**config.mk**
```make
export PLATFORM = sky130hd
export DESIGN_NAME = boid_frame_writer
export DESIGN_NICKNAME = d
export VERILOG_FILES = /design/src/rtl/boid_pkg.sv /design/src/rtl/boid_addr_calc.sv /design/src/rtl/boid_frame_writer.sv
export SDC_FILE = /design/constraint.sdc
export NUM_CORES = 1
export LEC_CHECK = 0
export BUFFER_PORTS_ARGS = -buffer_cell sky130_fd_sc_hd__buf_4
export CORE_UTILIZATION = 50
export DETAILED_ROUTE_END_ITERATION = 10
export PLACE_DENSITY = 0.78
export SYNTH_ARGS = -nofsm -noshare
export SYNTH_HDL_FRONTEND = slang
export SYNTH_HIERARCHICAL = 1
export SYNTH_SLANG_ARGS = --single-unit
```
**constraint.sdc**
```tcl
create_clock -name clock -period 4.88 [get_ports clock]
set_input_delay 0.732 -clock clock [delete_from_list [all_inputs] [get_ports clock]]
set_output_delay 0.732 -clock clock [all_outputs]
set_load 0.01 [all_outputs]
```
**src/rtl/boid_pkg.sv**
```systemverilog
// Shared definitions for the boid frame writer: video geometry, the FSM
// state encoding and a saturating counter helper.
package boid_pkg;

  localparam int VIDEO_WIDTH         = 32'd640;
  localparam int VIDEO_HEIGHT        = 32'd480;
  localparam int PIXEL_COUNT         = VIDEO_WIDTH * VIDEO_HEIGHT;
  localparam int PIXEL_ADDRESS_WIDTH = $clog2(PIXEL_COUNT);

  typedef enum logic [2:0] {
    ST_IDLE = 3'd0,
    ST_SWAP = 3'd1,
    ST_LOAD = 3'd2,
    ST_DRAW = 3'd3,
    ST_DONE = 3'd4
  } boid_state_e;

  // Increment an 8-bit counter, sticking at its maximum value.
  function automatic logic [7:0] sat_inc8(input logic [7:0] value);
    if (value == 8'hFF) begin
      return value;
    end else begin
      return value + 8'd1;
    end
  endfunction

endpackage

```
**src/rtl/boid_addr_calc.sv**
```systemverilog
// Purely combinational mapping of a pixel coordinate to its linear display
// RAM address. 640*y is built from two shifts so no multiplier is needed.
module boid_addr_calc #(
  parameter int ADDR_WIDTH = 19
) (
  input  logic [ADDR_WIDTH-1:0] px,
  input  logic [ADDR_WIDTH-1:0] py,
  output logic [ADDR_WIDTH-1:0] addr
);

  assign addr = px + (py << 9) + (py << 7);

endmodule

```
**src/rtl/boid_frame_writer.sv**
```systemverilog
// Draws MAX_BOIDS square sprites into the display back buffer once per
// frame_end pulse. Every output is driven from a register; pixel outputs are
// loaded from the next-state values so the first write lands in the first
// DRAW cycle.
// Optional feature: define BOID_CLIP_EN to suppress writes to pixels that
// fall outside the 640x480 visible area (timing is unchanged).
module boid_frame_writer
  import boid_pkg::*;
#(
  parameter int MAX_BOIDS  = 4,
  parameter int BOID_SIZE  = 2,
  parameter int ADDR_WIDTH = 19
) (
  input  logic                                              clock,
  input  logic                                              CPU_RESETN,
  input  logic                                              frame_end,
  output logic [((MAX_BOIDS > 1) ? $clog2(MAX_BOIDS) : 1)-1:0] boid_sel,
  input  logic [9:0]                                        boid_x,
  input  logic [8:0]                                        boid_y,
  output logic                                              buf_swap,
  output logic                                              pix_we,
  output logic [ADDR_WIDTH-1:0]                             pix_addr,
  output logic                                              pix_data,
  output logic                                              busy,
  output logic                                              frame_done,
  output logic [7:0]                                        overrun_cnt
);

  localparam int SW = (MAX_BOIDS > 1) ? $clog2(MAX_BOIDS) : 1;
  localparam int DW = (BOID_SIZE > 1) ? $clog2(BOID_SIZE) : 1;
  localparam logic [SW-1:0] IDX_MAX = SW'(MAX_BOIDS - 1);
  localparam logic [DW-1:0] D_MAX   = DW'(BOID_SIZE - 1);

  boid_state_e          state_r, state_s;
  logic [SW-1:0]        idx_r, idx_s;
  logic [9:0]           x_r, x_s;
  logic [8:0]           y_r, y_s;
  logic [DW-1:0]        dx_r, dx_s, dy_r, dy_s;
  logic [10:0]          cx_s;
  logic [9:0]           cy_s;
  logic                 clip_s;
  logic                 we_s;
  logic [ADDR_WIDTH-1:0] addr_s;
  logic                 buf_swap_r, pix_we_r, busy_r, frame_done_r;
  logic [ADDR_WIDTH-1:0] pix_addr_r;
  logic [7:0]           overrun_r;

  // Next-state logic: frame sequencing, boid index and sprite offsets.
  always_comb begin
    state_s = state_r;
    idx_s   = idx_r;
    x_s     = x_r;
    y_s     = y_r;
    dx_s    = dx_r;
    dy_s    = dy_r;
    case (state_r)
      ST_IDLE: begin
        idx_s = '0;
        if (frame_end) begin
          state_s = ST_SWAP;
        end else begin
          state_s = ST_IDLE;
        end
      end
      ST_SWAP: begin
        idx_s   = '0;
        state_s = ST_LOAD;
      end
      ST_LOAD: begin
        x_s     = boid_x;
        y_s     = boid_y;
        dx_s    = '0;
        dy_s    = '0;
        state_s = ST_DRAW;
      end
      ST_DRAW: begin
        if (dx_r == D_MAX) begin
          dx_s = '0;
          if (dy_r == D_MAX) begin
            dy_s = '0;
            if (idx_r == IDX_MAX) begin
              state_s = ST_DONE;
            end else begin
              idx_s   = idx_r + SW'(1);
              state_s = ST_LOAD;
            end
          end else begin
            dy_s = dy_r + DW'(1);
          end
        end else begin
          dx_s = dx_r + DW'(1);
        end
      end
      ST_DONE: begin
        idx_s   = '0;
        state_s = ST_IDLE;
      end
      default: begin
        idx_s   = '0;
        state_s = ST_IDLE;
      end
    endcase
  end

  // Coordinates of the pixel the next cycle will write, widened for compare.
  assign cx_s = {1'b0, x_s} + 11'(dx_s);
  assign cy_s = {1'b0, y_s} + 10'(dy_s);

  boid_addr_calc #(
    .ADDR_WIDTH(ADDR_WIDTH)
  ) u_addr_calc (
    .px  (ADDR_WIDTH'(cx_s)),
    .py  (ADDR_WIDTH'(cy_s)),
    .addr(addr_s)
  );

  // Write qualification for the next cycle, with optional off-screen clipping.
  always_comb begin
    clip_s = 1'b0;
`ifdef BOID_CLIP_EN
    if ((cx_s >= 11'(VIDEO_WIDTH)) || (cy_s >= 10'(VIDEO_HEIGHT))) begin
      clip_s = 1'b1;
    end else begin
      clip_s = 1'b0;
    end
`endif
    we_s = (state_s == ST_DRAW) && !clip_s;
  end

  // State, sprite registers and all registered outputs.
  always_ff @(posedge clock or negedge CPU_RESETN) begin
    if (!CPU_RESETN) begin
      state_r      <= ST_IDLE;
      idx_r        <= '0;
      x_r          <= 10'd0;
      y_r          <= 9'd0;
      dx_r         <= '0;
      dy_r         <= '0;
      buf_swap_r   <= 1'b0;
      pix_we_r     <= 1'b0;
      pix_addr_r   <= '0;
      busy_r       <= 1'b0;
      frame_done_r <= 1'b0;
      overrun_r    <= 8'd0;
    end else begin
      state_r      <= state_s;
      idx_r        <= idx_s;
      x_r          <= x_s;
      y_r          <= y_s;
      dx_r         <= dx_s;
      dy_r         <= dy_s;
      buf_swap_r   <= (state_s == ST_SWAP);
      pix_we_r     <= we_s;
      busy_r       <= (state_s != ST_IDLE);
      frame_done_r <= (state_s == ST_DONE);
      if (we_s) begin
        pix_addr_r <= addr_s;
      end
      if (frame_end && (state_r != ST_IDLE)) begin
        overrun_r <= sat_inc8(overrun_r);
      end
    end
  end

  assign boid_sel    = idx_r;
  assign buf_swap    = buf_swap_r;
  assign pix_we      = pix_we_r;
  assign pix_addr    = pix_addr_r;
  assign pix_data    = 1'b1;
  assign busy        = busy_r;
  assign frame_done  = frame_done_r;
  assign overrun_cnt = overrun_r;

endmodule

```
Word level (Yosys, flattened, before mapping):

Index checks and enable logic that the tools add are counted.

* add/subtract/negate cells: 8
* bitwise logic cells: 2
* eq/ne operators: 11
* muxes and demuxes: 16
* reductions and logical operators: 6

Operator list (count)
* adder 11 x 19 -> 19 bit: 1
* adder 19 x 17 -> 19 bit: 1
* case mux 3 bit (4 select lines): 1
* adder 10 x 1 -> 11 bit: 1
* adder 9 x 1 -> 10 bit: 1
* 2-to-1 mux 10 bit: 1
* == test 3 x 2 -> 1 bit (second input constant): 3
* 2-to-1 mux 3 bit: 3
* 2-to-1 mux 9 bit: 1
* adder 8 x 1 -> 8 bit (second input constant): 1
* == test 8 bit (second input constant): 1
* == test 3 x 1 -> 1 bit (second input constant): 2
* 2-to-1 mux 2 bit: 3
* inequality test 2 bit (second input constant): 3
* nonzero test 3 bit: 2
* 2-to-1 mux 1 bit: 4
* case mux 1 bit (2 select lines): 2
* case mux 2 bit (2 select lines): 1
* AND reduction 4 bit: 1
* == test 3 bit (second input constant): 1
* zero test 3 bit: 1
* adder 1 bit (second input constant): 2
* adder 2 x 1 -> 2 bit (second input constant): 1
* == test 2 bit (second input constant): 1
* 3 further kinds: 4

* output and inout bits: 34
* input bits: 22
* logic and storage cells: 55
* bits in registers: 57

Longest topological paths before layout:

Gate-level depths: netlist of run 1.

* depth in word-level cells: 7
* mapped depth: 17
* mapped depth without buffers: 16

Cells and area by module:

Netlist of run 1, hierarchy kept.

By module, submodules not included
* boid_frame_writer: sequential area each 1426.4 um^2, times used 1, area an instance 2756.4 um^2, cells an instance 226
* boid_addr_calc: sequential area each 0.0 um^2, times used 1, area an instance 772.0 um^2, cells an instance 80

Least setup slack after synthesis of run 1:

No wires, ideal clock.

* path kind: register to register
* from: reg state_r[0]
* to: reg pix_addr_r[16], in the netlist pix_addr[16]
* stages on the path, launching flop included: 18
* arrival time: 4.283 ns
* required time: 4.755 ns
* setup time: 0.125 ns
* slack: 0.472 ns
* period minus slack after synthesis: 4.408 ns
* path buffers: 3
* path through: dfrtp_1 buf_2 nor3b_4 buf_6 buf_12 mux2_2 ha_1 ha_1 xnor2_1 inv_1 fa_1 inv_1 fa_1 a21o_2 a2111oi_4 a21oi_2 xor2_1 mux2_2

* cells in the longest elaborated chain, start to end: 5

Ends and longest elaborated chain
* from (decl): line boid_frame_writer.sv:34 `boid_state_e state_r, state_s;`
* from (signal assigned): line boid_frame_writer.sv:146 `state_r <= state_s;`
* == test 3 x 2 -> 1 bit *: line boid_frame_writer.sv:56 `case (state_r)`
* 2-to-1 mux 9 bit *: line boid_frame_writer.sv:56
* net y_s[0]: line boid_frame_writer.sv:37 `logic [8:0] y_r, y_s;`
* adder 9 x 1 -> 10 bit *: line boid_frame_writer.sv:107 `assign cy_s = {1'b0, y_s} + 10'(dy_s);`
* net cy_s[2]: line boid_frame_writer.sv:40 `logic [9:0] cy_s;`
* adder 11 x 19 -> 19 bit: line boid_addr_calc.sv:11 `assign addr = px + (py << 9) + (py << 7);`
* adder 19 x 17 -> 19 bit *: line boid_addr_calc.sv:11
* net addr_s[16]: line boid_frame_writer.sv:43 `logic [ADDR_WIDTH-1:0] addr_s;`
* to (signal assigned): line boid_frame_writer.sv:157 `pix_addr_r <= addr_s;`
* to (decl): line boid_frame_writer.sv:45 `logic [ADDR_WIDTH-1:0] pix_addr_r;`

The timed path passes the listed nets; every way through them passes the cells marked *.
A chain may end at the register's enable or synchronous reset.

Final worst setup path of run 1:

* from: reg state_r[0]
* to: reg pix_addr_r[16], in the netlist pix_addr[16]

* cells in the longest elaborated chain, start to end: 5

Ends and longest elaborated chain
* == test 3 x 2 -> 1 bit: line boid_frame_writer.sv:56
* 2-to-1 mux 10 bit: line boid_frame_writer.sv:56
* net x_s[0]: line boid_frame_writer.sv:36 `logic [9:0] x_r, x_s;`
* adder 10 x 1 -> 11 bit: line boid_frame_writer.sv:106 `assign cx_s = {1'b0, x_s} + 11'(dx_s);`
* net cx_s[10]: line boid_frame_writer.sv:39 `logic [10:0] cx_s;`
* adder 11 x 19 -> 19 bit: line boid_addr_calc.sv:11
* adder 19 x 17 -> 19 bit: line boid_addr_calc.sv:11
* net addr_s[16]: line boid_frame_writer.sv:43

The timed path passes the listed nets, and every way through them passes these cells.

==> summary.txt, run 1 <==
Status
  – Status: finished, final reports clean

Synth
  – Gate count of the mapped netlist: 306
  – Main flop type after synthesis: dfrtp_1
  – Synth async-reset ratio: 100.0%
  – Flops & latches, synth: 57
  – Seq/Total Area, Yosys: 40.43%
  – Syn Area/Cell: 11.53 um2
  – Post-synth EDFFs: 0
  – YS warnings: 6
  – Unique masters post-synth: 49
  – Post-Syn Area: between 3000 and 4000 um2

Clock tree
  – TritonCTS clock tree: yes
  – Clk buf depth: 2
  – Hold buffers post-CTS: 0
  – Postcts setup bufs: 0
  – Worst-path clk slew: 0.06 ns
  – Post_cts resized: 0
  – H-tree depth reported by CTS: 3
  – Root buf cell: clkbuf_8
  – Clock Latency Late Sink: 0.33 ns
  – Clock sinks: 57
  – Clock buffer count from CTS: 9

Drt
  – Via count: 2503
  – 1st-iter DRT viols: 83
  – DRC viols: 0
  – DRT Pass-1 Iters: 4
  – Drt via density: roughly 5.3
  – WL/cell: 15.15 um
  – WL final: approximately 7 mm
  – Detail Route Antenna Nets: 0

STA
  – Final setup vio count: 0
  – Clock period minus worst slack: 4.350 ns
  – Fin crit share: approximately 90%
  – Slew headroom: 37.99%
  – Worst Clk Skew: 0.007651 ns
  – Max Slew Vio Count: 0
  – RSZ-0062 raised after global routing: no
  – Setup TNS: 0 ns
  – Fin. Hold Viols: 0
  – Worst slew pin tran: 0.9280 ns
  – Max Fclk: 229.9 MHz

Final layout
  – Commonest non-fill, non-tap cell in the layout: dfrtp_1
  – Reg area: roughly 1400 um2
  – Most used cells in the layout excluding fill and tap cells: dfrtp_1 (57), buf_4 (56), mux2_2 (33), xnor2_1 (26)
  – Final net count: 418
  – Area occupied by multi-input gates: 1981 um2
  – Diodes inserted: 0
  – Layout area overhead: 19.54%
  – Layout cells sized above 1: 31.45%
  – FILL cells: 557

Setup path
  – Worst Setup Start Kind: flop
  – CP required: 5.09 ns
  – Crit Path Category: reg -> reg
  – Largest stage delay, worst path: 0.48 ns
  – Worst reg-to-reg setup slack: ~0.53 ns
  – Worst-path cell chain: nor3b_4, buf_4, mux2_2, ha_1, ha_1, o21a_1, and3_1, fa_1, ha_1, a21o_2, a2111oi_4, a21oi_2, xor2_1, mux2_2
  – CP Capture Type: flop
  – Crit path max-delay family: adder cells
  – Worst Path Arrival: 4.56 ns
  – Slowest-stage cell, CP: dfrtp_1
  – Worst Path Buf+Inv: 1
  – Critical Path Fanout Max: 16
  – Most used cell, CP: ha_1

Floorplan
  – Core box area: 6794 um2
  – Die width: 86.01 um
  – I/O Pins: 56
  – Starting density of the core: 51.93%
  – Die area: 7397 um2
  – Die height: 86.01 um
  – Number of cell rows: 30

Place
  – I/O Buffers: 54
  – Detailed placer's ending HPWL: 5.175 mm
  – GPL Wtd Cong: around 0.9

Global routing
  – Largest net degree at the start of global routing: 58
  – Vias in the first global route: 2529
  – Initial antenna violation count: 0
  – Remaining Overflow, GRT: 0
  – GRT Util Overall: 21.04%
  – Global-route wire length before repair: 11.83 mm

Min path
  – Min-Delay Path Class: in -> async

Job
  – Max Cap Viol: 0
==> registers in the layout (all words and copies together) (netlist names) <==
name	cells
dx_r	1
x_r	10
frame_done	1
y_r	9
pix_we	1
overrun_cnt	8
busy	1
buf_swap	1
boid_sel	2
pix_addr	19
dy_r	1
state_r	3
==> final cells by class <==
type	count	share of cell area [%]
multi-input cells	233	46.96
well taps	96	2.848
clock buffers	13	4.005
repair buffers	56	9.967
flip-flops and latches	57	33.82
clock inverters	2	1.424
inverters	11	0.9789
==> worst paths after layout <==
| check | endpoint | startpoint | cells past startpoint |
|---|---|---|---|
| worst max-delay path | pix_addr[16]$_DFFE_PN0N_ | state_r[0]$_DFF_PN0_ | 14 |
| worst min-delay path | x_r[3]$_DFF_PN0_ | CPU_RESETN | 1 |
| worst min register to register | y_r[0]$_DFF_PN0_ | y_r[0]$_DFF_PN0_ | 1 |
| worst max register to register | pix_addr[16]$_DFFE_PN0N_ | state_r[0]$_DFF_PN0_ | 14 |
| max in group asynchronous | pix_addr[16]$_DFFE_PN0N_ | CPU_RESETN | 1 |
| min in group clock | y_r[0]$_DFF_PN0_ | y_r[0]$_DFF_PN0_ | 1 |
==> cell families after synthesis <==
kind of cell / after synthesis / synth area share, %
other: 2 / 0.2128
adder cells (fa/ha/maj): 28 / 12.06
AND/OR/NAND/NOR: 83 / 12.70
AO/OA/AOI/OAI: 32 / 7.589
XOR/XNOR: 35 / 8.688
flip-flops: 57 / 40.43
multiplexers: 44 / 13.94
buffers and inverters: 25 / 4.397
==> cells in the mapped netlist (4+ instances only) <==
cell type | instances | share of area (%)
a21oi_1 | 6 | 0.85
and3_1 | 8 | 1.4
buf_4 | 9 | 1.9
dfrtp_1 | 57 | 40
fa_1 | 10 | 5.7
ha_1 | 18 | 6.4
inv_1 | 11 | 1.2
mux2_2 | 33 | 11
mux2i_1 | 9 | 2.6
nand2_1 | 18 | 1.9
nand3_1 | 12 | 1.7
nand4_1 | 7 | 1.2
nor2_1 | 16 | 1.7
nor3_1 | 4 | 0.57
o21ai_0 | 4 | 0.57
xnor2_1 | 26 | 6.5
xor2_1 | 9 | 2.2
==> per-layer routing <==
layer / routed length, um / GRT usage, % / part of all wire (%)
met1: 3283 / 27.78 / 46
met2: 3268 / 32.40 / 46
met3: 333 / 3.946 / 4.7
met4: 207 / 12.27 / 2.9
met5: 0 / 0 / 0
==> per-stage QoR <==
step	util (%)	worst slack (ns)	std cells	area (um2)	hold slack (ns)
global route	62.08	0.2406	468	4218	0.5097
detailed placement	58.71	0.5533	453	3989	0.4881
floorplan	-	0.4718	315	3562	0.4364
global placement	58.71	0.6720	453	3989	0.4830
finish	62.08	0.5299	468	4218	0.4496
CTS	62.08	0.5292	468	4218	0.4770
Power of run 1 is left out: the tool's default activity adds up to more than one toggle a clock period on the data nets, which glitch-free logic cannot reach.
==> run 2: changes to the inputs <==
--- a/config.mk
+++ b/config.mk
@@ -11,5 +11,4 @@
 export PLACE_DENSITY = 0.78
 export SYNTH_ARGS = -nofsm -noshare
 export SYNTH_HDL_FRONTEND = slang
-export SYNTH_HIERARCHICAL = 1
 export SYNTH_SLANG_ARGS = --single-unit
==> constraint.sdc (replaced) <==
create_clock -name clock -period 4.88 [get_ports clock]
set_input_delay 0.732 -clock clock [delete_from_list [all_inputs] [get_ports clock]]
set_output_delay 0.732 -clock clock [all_outputs]
set_load 0.05 [all_outputs]
==> run 2 against run 1 <==
  * The flow now finishes with violations (DRC)
  * Setup slack improved by 0.081 ns
  * Synthesized cell count rose by 19%
  * Wire length rose by 0.66%
  * Final area down 4.5%
  * Sequential share of layout area rose by 1.6 points
  * Clock skew down 0.0024 ns
  * Utilization rose by 0.30 points
  * Count of clock-buffer cells in the layout fell by 1
  * Area after synthesis fell by 3.6%
  * Fmax rose by 1.9%
  * Global-route usage is 0.69 points higher
  * Critical endpoint is now pix_addr[18]$_DFFE_PN0P_
  * Highest routed layer unchanged
==> summary.txt, run 2 <==
Final layout
  – Layout area overhead: 18.43% (was 19.54%)
  – Most used cells in the layout excluding fill and tap cells: nand2_1 (71), dfrtp_1 (57), buf_4 (57), ha_1 (24), o21ai_0 (19) (was dfrtp_1 (57), buf_4 (56), mux2_2 (33), xnor2_1 (26))
  – Max reg flops: 19 (unchanged)
  – Final net count: 467 (was 418)
  – Fin area: 4029 um2 (was 4218 um2)
  – Commonest non-fill, non-tap cell in the layout: nand2_1 (was dfrtp_1)
  – Layout cells sized above 1: 18.16% (was 31.45%)
  – Diodes inserted: 0 (unchanged)
  – FILL cells: 576 (was 557)

Synth
  – Seq/Total Area, Yosys: 41.93% (was 40.43%)
  – Synth async-reset ratio: 100.0% (unchanged)
  – YS warnings: 0 (was 6)
  – Synthesized net count: slightly above 400
  – Cell with the most instances after synthesis: nand2_1 (was dfrtp_1)
  – Syn Area/Cell: 9.346 um2 (was 11.53 um2)
  – Main flop type after synthesis: dfrtp_1 (unchanged)
  – Flops & latches, synth: 57 (unchanged)
  – Most area-consuming cells after synthesis: dfrtp_1 (42%), ha_1 (8.8%), nand2_1 (7.8%), xnor2_1 (4.4%), mux2i_1 (3.5%) (was dfrtp_1 (40%), mux2_2 (11%), xnor2_1 (6.5%), ha_1 (6.4%), fa_1 (5.7%))
  – Unique masters post-synth: 53 (was 49)
  – Top cell type's share of synthesized area: 41.93% (was 40.43%)
  – Gate count of the mapped netlist: 364 (was 306)
  – Post-Syn Area: 3402 um2 (was 3528 um2)
  – Synth area leader: dfrtp_1 (unchanged)
  – Post-synth EDFFs: 0 (unchanged)
  – Post-synth top cells: nand2_1 (71), dfrtp_1 (57), ha_1 (24), o21ai_0 (19) (was dfrtp_1 (57), mux2_2 (33), xnor2_1 (26), ha_1 (18), nand2_1 (18))

Global routing
  – GRT Util Overall: 21.73% (was 21.04%)
  – Largest net degree at the start of global routing: 58 (unchanged)
  – Global-route wire length before repair: 12.13 mm (was 11.83 mm)
  – Initial antenna violation count: 0 (unchanged)
  – Vias in the first global route: 2737 (was 2529)
  – Remaining Overflow, GRT: 0 (unchanged)

STA
  – Final setup vio count: 0 (unchanged)
  – Hold slack: 0.4493 ns (was 0.4496 ns)
  – Final setup margin: 0.6113 ns (was 0.5299 ns)
  – Clock period minus worst slack: 4.269 ns (was 4.350 ns)
  – Fin crit share: 87.47% (was 89.14%)
  – Setup TNS: 0 ns (unchanged)
  – Slew headroom: 53.49% (was 37.99%)
  – RSZ-0062 raised after global routing: no (unchanged)
  – Max Fclk: 234.3 MHz (was 229.9 MHz)
  – Fin. Hold Viols: 0 (unchanged)
  – Max Slew Vio Count: 0 (unchanged)
  – Worst slew pin tran: 0.6976 ns (was 0.9280 ns)
  – Worst Clk Skew: 0.005246 ns (was 0.007651 ns)

Floorplan
  – Die area: 7138 um2 (was 7397 um2)
  – I/O Pins: 56 (unchanged)
  – Die width: 84.49 um (was 86.01 um)
  – Starting density of the core: 52.67% (was 51.93%)
  – Number of cell rows: 29 (was 30)
  – Die height: 84.49 um (was 86.01 um)
  – Core box area: 6459 um2 (was 6794 um2)

Setup path
  – Slowest-stage cell, CP: or3b_1 (was dfrtp_1)
  – Worst-path cell chain: or3b_1, mux2i_1, inv_1, ha_1, o21ai_0, nand2b_1, a211oi_1, xor2_1, ha_1, ha_1, a21o_1, a21oi_1, o21bai_1, o21ai_0, o2bb2ai_1, or3_1 (was nor3b_4, buf_4, mux2_2, ha_1, ha_1, o21a_1, and3_1, fa_1, ha_1, a21o_2, a2111oi_4, a21oi_2, xor2_1, mux2_2)
  – CP Capture Type: flop (unchanged)
  – Worst Setup Start Kind: flop (unchanged)
  – Worst Path Arrival: 4.48 ns (was 4.56 ns)
  – Reg2Reg Depth: 16 (was 14)
  – CP required: 5.09 ns (about the same)
  – Largest stage delay, worst path: 0.59 ns (was 0.48 ns)
  – Crit Path Category: reg -> reg (unchanged)
  – R2r endpoint: pix_addr[18]$_DFFE_PN0P_ (was pix_addr[16]$_DFFE_PN0N_)
  – Critical Path Fanout Max: 11 (was 16)
  – Worst reg-to-reg setup slack: 0.61 ns (was 0.53 ns)
  – Most used cell, CP: ha_1 (unchanged)
  – RR Startpoint: state_r[0]$_DFF_PN0_ (unchanged)

Clock tree
  – Clock buffer count from CTS: 9 (unchanged)
  – Clock sinks: 57 (unchanged)
  – Post_cts resized: 0 (unchanged)
  – Root buf cell: clkbuf_8 (unchanged)
  – Worst-path clk slew: 0.06 ns (about the same)
  – H-tree depth reported by CTS: 3 (unchanged)
  – Hold buffers post-CTS: 0 (unchanged)
  – Clock Latency Late Sink: 0.34 ns (was 0.33 ns)
  – Clk buf depth: 2 (unchanged)
  – Postcts setup bufs: 0 (unchanged)
  – TritonCTS clock tree: yes (unchanged)

Drt
  – WL final: 7.139 mm (was 7.092 mm)
  – WL/cell: 14.25 um (was 15.15 um)
  – DRC viols: 8 (was 0)
  – Drt via density: 5.607 (was 5.348)
  – DRT Pass-1 Iters: 7 (was 4)
  – Detail Route Antenna Nets: 0 (unchanged)
  – Via count: 2809 (was 2503)
  – 1st-iter DRT viols: 165 (was 83)

Place
  – I/O Buffers: 54 (unchanged)
  – GPL Wtd Cong: 0.9013 (was 0.9041)
  – Post-Place Setup Slack: 0.6512 ns (was 0.5533 ns)
  – Detailed placer's ending HPWL: 5.167 mm (was 5.175 mm)
  – Placement-stage cell area: 3866 um2 (was 3989 um2)

Min path
  – Min-Delay Path Class: in -> async (unchanged)

Status
  – Failing checks: DRC
  – Status: finished, violations left (was finished, final reports clean)

Job
  – Max Cap Viol: 0 (unchanged)
==> run 2: area by class of cell <==
type	count	area [um2]	area share [%]
clock buffer	12	145.1	3.602
multi-input combinational	278	1852	45.96
sequential	57	1426	35.40
inverter	17	63.81	1.584
tap	77	96.34	2.391
clock inverter	3	17.52	0.4348
timing repair buffer	57	427.9	10.62
==> run 2: cell families (layout without fill, tap and decap cells) <==
group | after synthesis | count (layout) | synth area share, %
flip-flops | 57 | 57 | 41.93
XOR/XNOR | 28 | 28 | 7.208
AND/OR/NAND/NOR | 156 | 156 | 22.29
adder cells (fa/ha/maj) | 25 | 25 | 9.415
multiplexers | 15 | 15 | 4.855
buffers and inverters | 29 | 89 | 3.641
AO/OA/AOI/OAI | 53 | 53 | 10.56
other | 1 | 1 | 0.1102
==> run 2: worst max-delay path: cells and delay by family, from the launching register on <==
family,cells,cell delay (ns)
DFF,1,0.44
and+or+nand+nor,3,1.09
AOI/OAI and AO/OA,7,1.21
muxes,1,0.22
buffers and inverters,1,0.11
xor gates and xnor gates,1,0.24
adders and majority gates,3,0.83
==> run 2: how the worst max path moves through the flow <==
| stage | endpoint | start |
|---|---|---|
| 2_1_floorplan | pix_addr[18]$_DFFE_PN0P_ | state_r[0]$_DFF_PN0_ |
| 3_3_place_gp | pix_addr[18]$_DFFE_PN0P_ | state_r[0]$_DFF_PN0_ |
| 3_5_place_dp | pix_addr[18]$_DFFE_PN0P_ | state_r[0]$_DFF_PN0_ |
| 4_1_cts | pix_addr[18]$_DFFE_PN0P_ | state_r[0]$_DFF_PN0_ |
| 5_1_grt | pix_addr[18]$_DFFE_PN0P_ | state_r[2]$_DFF_PN0_ |
| 6_report | pix_addr[18]$_DFFE_PN0P_ | state_r[0]$_DFF_PN0_ |
==> run 2: metrics by stage <==
stage | util (%) | instances
after floorplan | - | 364
after global placement | 59.86 | 486
after detailed placement | 59.86 | 486
after CTS | 62.38 | 501
after global routing | 62.38 | 501
final | 62.38 | 501
==> run 2: per-layer routing <==
| layer | vias up | track usage (%) | share of wire (%) | wire, um |
|---|---|---|---|---|
| li1 | 1385 | - | - | - |
| met1 | 1335 | 27.64 | 47 | 3325 |
| met2 | 78 | 34.96 | 47 | 3328 |
| met3 | 11 | 5.703 | 5.2 | 370 |
| met4 | 0 | 9.707 | 1.6 | 114 |
| met5 | - | 0 | 0 | 0 |
Power of run 2 is left out for the same reason.
